<file path="src/rtl/mux_n_way_reg.sv">
// Registered N-way channel multiplexer with a one-word output stage; fixed-select mode always,
// round-robin selection compiled in only when MUX_N_WAY_RR_EN is defined.
module mux_n_way_reg #(
  parameter int unsigned WIDTH    = 5,
  parameter int unsigned CHANNELS = 4,
  parameter int unsigned SEL_W    = 2
) (
  input  logic                      clk,
  input  logic                      rst,
  input  logic [CHANNELS*WIDTH-1:0] in_data,
  input  logic [CHANNELS-1:0]       in_valid,
  output logic [CHANNELS-1:0]       in_ready,
  input  logic [SEL_W-1:0]          select,
  input  logic                      mode,
  output logic [WIDTH-1:0]          out,
  output logic                      out_valid,
  input  logic                      out_ready
);

  localparam int unsigned IDX_W = (CHANNELS > 1) ? $clog2(CHANNELS) : 1;

  typedef enum logic {
    EMPTY = 1'b0,
    FULL  = 1'b1
  } state_t;

  state_t           state_q;
  state_t           state_d;
  logic             load;
  logic             chosen;
  logic             xfer;
  logic             fixed_hit;
  logic [IDX_W-1:0] fixed_chan;
  logic [IDX_W-1:0] chan;
  logic [WIDTH-1:0] ch_data [CHANNELS];

  for (genvar i = 0; i < CHANNELS; i++) begin : g_unpack
    assign ch_data[i] = in_data[i*WIDTH +: WIDTH];
  end

  // Out-of-range select chooses nothing; index is parked at 0 so it never leaves the array.
  always_comb begin : fixed_pick
    fixed_hit  = (32'(select) < CHANNELS);
    fixed_chan = '0;
    if (fixed_hit) begin
      fixed_chan = IDX_W'(select);
    end
  end

`ifdef MUX_N_WAY_RR_EN
  localparam logic [IDX_W-1:0] LAST_IDX = IDX_W'(CHANNELS - 1);

  logic [IDX_W-1:0] rr_ptr;
  logic [IDX_W-1:0] rr_chan;
  logic             rr_hit;
  logic [IDX_W-1:0] chan_next;

  function automatic logic [IDX_W-1:0] wrap_idx(input logic [IDX_W-1:0] base,
                                                 input int unsigned     ofs);
    int unsigned sum;
    sum = 32'(base) + ofs;
    if (sum >= CHANNELS) begin
      sum = sum - CHANNELS;
    end
    return IDX_W'(sum);
  endfunction

  // First valid channel at or after rr_ptr, wrapping past the last channel.
  always_comb begin : rr_scan
    rr_chan = '0;
    rr_hit  = 1'b0;
    for (int unsigned k = 0; k < CHANNELS; k++) begin
      if (!rr_hit && in_valid[wrap_idx(rr_ptr, k)]) begin
        rr_hit  = 1'b1;
        rr_chan = wrap_idx(rr_ptr, k);
      end
    end
  end

  always_comb begin : pick
    chan   = fixed_chan;
    chosen = fixed_hit;
    if (mode) begin
      chan   = rr_chan;
      chosen = rr_hit;
    end
  end

  assign chan_next = (chan == LAST_IDX) ? '0 : chan + IDX_W'(1);

  always_ff @(posedge clk) begin : rr_reg
    if (rst) begin
      rr_ptr <= '0;
    end else if (xfer) begin
      rr_ptr <= chan_next;
    end
  end
`else
  logic unused_mode;
  assign unused_mode = mode;

  always_comb begin : pick
    chan   = fixed_chan;
    chosen = fixed_hit;
  end
`endif

  // The output register may take a new word when empty or when its word is being taken.
  assign load = ((state_q == EMPTY) || out_ready) && !rst;
  assign xfer = load && chosen && in_valid[chan];

  always_ff @(posedge clk) begin : state_reg
    if (rst) begin
      state_q <= EMPTY;
    end else begin
      state_q <= state_d;
    end
  end

  always_comb begin : next_state
    state_d = state_q;
    if (load) begin
      state_d = xfer ? FULL : EMPTY;
    end
  end

  always_comb begin : outputs
    in_ready  = '0;
    out_valid = (state_q == FULL);
    if (load && chosen) begin
      in_ready[chan] = 1'b1;
    end
  end

  always_ff @(posedge clk) begin : data_reg
    if (rst) begin
      out <= '0;
    end else if (xfer) begin
      out <= ch_data[chan];
    end
  end

endmodule

</file>
<file path="config.mk">
export PLATFORM = sky130hd
export DESIGN_NAME = mux_n_way_reg
export DESIGN_NICKNAME = d
export VERILOG_FILES = /design/src/rtl/mux_n_way_reg.sv
export SDC_FILE = /design/constraint.sdc
export NUM_CORES = 1
export LEC_CHECK = 0
export CAP_MARGIN = 15
export CORE_MARGIN = 3
export CORE_UTILIZATION = 32
export CTS_CLUSTER_SIZE = 14
export DETAILED_ROUTE_END_ITERATION = 7
export PLACE_DENSITY = 0.8
export SETUP_SLACK_MARGIN = 0.5
export SLEW_MARGIN = 20
export SYNTH_ARGS = -nofsm -noshare
export SYNTH_HDL_FRONTEND = slang
export SYNTH_SLANG_ARGS = --single-unit
</file>
<file path="constraint.sdc">
create_clock -name clk -period 1.6 [get_ports clk]
set_input_delay 0.32 -clock clk [delete_from_list [all_inputs] [get_ports clk]]
set_output_delay 0.32 -clock clk [all_outputs]
set_load 0.005 [all_outputs]
</file>
==> qor.csv <==
stage,metric,value,unit
outcome,outcome,"finished, final reports clean",
floorplanning,Initial Util,36.47,%
floorplanning,I/O pins,40,
routing,vias per std cell,5.477,
placement,DP HPWL,1096,um
floorplanning,Die Area,2088,sq um
synth,Area contributors post-synth,"mux4_1 26%, dfxtp_1 24%, a21oi_2 6.9%",
final_layout,Layout area overhead,84.62,%
grt,first-pass GRT wire length,2663,um
grt,gr ovfl total,0,
power_and_ir_drop,peak supply drop,0.0002931,V
final_layout,final net count,124,
critical_path,kind of critical path,reg2out,
sta,count of final setup violators,0,
min_path,Hold Crit Class,reg2reg,
placement,routability cong.,0.7473,
clock_network,CTS Buffer Depth,2,
final_layout,Fillers,118,
sta,Slew Limit Fails,0,
synth,Synth Area per Inst,10.73,sq um
synth,"flops & latches, synth",6,
clock_network,CTS tree,built,
placement,placed insts,101,
clock_network,clk_lat worst skew,0.25,ns
synth,Syn. warnings,0,
synth,main flop type after synthesis,dfxtp_1,
grt,initial antenna violation count,0,
synth,post-synthesis sequential area ratio,23.82,%
clock_network,CTS HTree Levels,1,
flow_run,maxcap violations,0,
synth,Synth cell types,18,
routing,First-pass DRT Iterations,2,
routing,via count,586,
synth,Mapped Cells,47,
synth,Post-synth ARST share,0,%
final_layout,fin cells,107,
critical_path,crit path launch type,register,
routing,# DRC,0,
synth,share of the synthesized area in the top cell type,26.05,%
routing,Routed WL per cell,14.60,um
power_and_ir_drop,final total power,0.5103,mW
routing,drt initial violations,2,
final_layout,share of post-route cells with drive strength above 1,55.43,%
sta,Final Cycle Share,87.10,%
sta,fmax,0.7176,GHz
synth,Post-synth EDFFs,0,
sta,final worst path period need,1.394,ns
synth,syn nets,77,
synth,cell accounting for the most synthesized area,mux4_1,
floorplanning,core area,1383,sq um
clock_network,clock sink total,6,
final_layout,ant diodes,0,
sta,unrepaired setup endpoints after global routing,true,
synth,synthesized cell area,504.2,sq um
placement,number of port buffers,38,
final_layout,multi-input logic area,374.1,sq um
floorplanning,Die Wd,45.70,um
clock_network,CTS Buf Count,3,
clock_network,"CTS clk-pin slew, worst paths",0.05,ns
power_and_ir_drop,Lkg Pwr,0.4110,nW
final_layout,register area,122.6,sq um
routing,Total Wirelength,1562,um
sta,clk_skew,0.005474,ns
grt,total global-route track usage,18.28,%
critical_path,largest fanout on the critical path,4,
grt,largest net degree at the start of global routing,11,
grt,vias in the first global route,631,
clock_network,clock root buffer,clkbuf_4,
critical_path,Critical Path Sink Type,output pin,
sta,tightest slew margin relative to the limit,86.66,%
floorplanning,Die Span Y,45.70,um
critical_path,Crit path required time,1.28,ns
routing,Routed Antenna Nets,0,
synth,Commonest cells post-synth,"6 x dfxtp_1, 6 x inv_1, 5 x mux4_1, 5 x nand4_1",
power_and_ir_drop,Power Density,548.2,nW/um^2
critical_path,Worst Path Arrival,1.07,ns
sta,Worst Max-Slew Pin Slew,0.1984,ns
floorplanning,Core Rows,13,
sta,final hold violation count,0,
[per-stage QoR]
step                      setup slack [ns]  setup TNS (ns)  hold slack [ns]  util (%)  cell area [sq um]
final                               0.2064               0           0.5429     67.33              930.9
after global routing                0.1467               0           0.5832     67.33              930.9
after CTS                           0.1857               0           0.4092     68.05              940.9
after detailed placement           -0.4716          -3.846           0.5286     66.79              923.4
after global placement             -0.4054          -3.560           0.5211     66.79              923.4
after floorplan                     0.1958               0           0.5285         -              528.0
[kinds of logic (layout without fill, tap and decap cells)]
group / count (synthesis) / in the layout / synth area share, %
AOI/OAI and AO/OA: 10 / 10 / 16.62
buffers and inverters: 12 / 56 / 12.16
DFF: 6 / 6 / 23.82
muxes: 6 / 7 / 30.52
and+or+nand+nor: 13 / 13 / 16.88
[area by class of cell]
type	count	area share, %
multi-input cells	30	40.19
inverters	6	2.419
clock buffers	3	2.419
flip-flops and latches	6	13.17
repair buffers	47	39.78
well taps	15	2.016
[critical path, stage by stage (launching register included)]
cell	delay, ns
dfxtp_2	0.33
nor2b_4	0.14
nor4b_2	0.21
buf_2	0.15
[cells in the final DEF, fill, tap and decap left out]
cell	count
dlygate4sd2_1	21
buf_2	9
buf_6	2
nor2_1	2
clkbuf_4	3
nor2b_4	1
buf_4	9
inv_1	5
nand2b_4	1
mux4_2	7
clkdlybuf4s15_2	1
a31o_4	1
a31o_1	4
dfxtp_1	4
nor4_2	1
inv_2	1
and4_4	1
a21oi_2	5
clkbuf_2	4
nor4b_2	2
dfxtp_2	2
nand4_1	5
buf_12	1
[per-layer routing]
layer	track usage, %	part of all wire [%]	vias up
met2	25.91	43	37
met5	0	0	-
met1	23.00	43	269
li1	-	-	275
met3	6.719	10	5
met4	11.93	3.3	0
[report_power, final]
| part | internal [mW] | total (mW) | switching [mW] |
|---|---|---|---|
| Sequential | 0.162 | 0.167 | 0.00569 |
| Combinational | 0.121 | 0.200 | 0.0791 |
| Clock | 0.0850 | 0.143 | 0.0579 |
[registers in the layout, summed over array words and instances (netlist names)]
| signal | flops |
|---|---|
| out_valid | 1 |
| out | 5 |
[final timing paths]
check	start	endpoint	slack [ns]	depth (start not counted)
min	out[4]	out[4]	0.54	3
max	out_valid	in_ready[2]	0.21	3
max reg2reg	out_valid	out[0]	0.52	5
min reg2reg	out[4]	out[4]	0.54	3
[repair_timing]
action | CTS | global route
gates resized for setup | 102 | 7
hold buffers | 0 | 0
cloned | 1 | 0
setup endpoints to repair | 16 | 15
pin swaps | 12 | 2
setup buffers | 0 | 2
(Power assumes the default switching activity.)
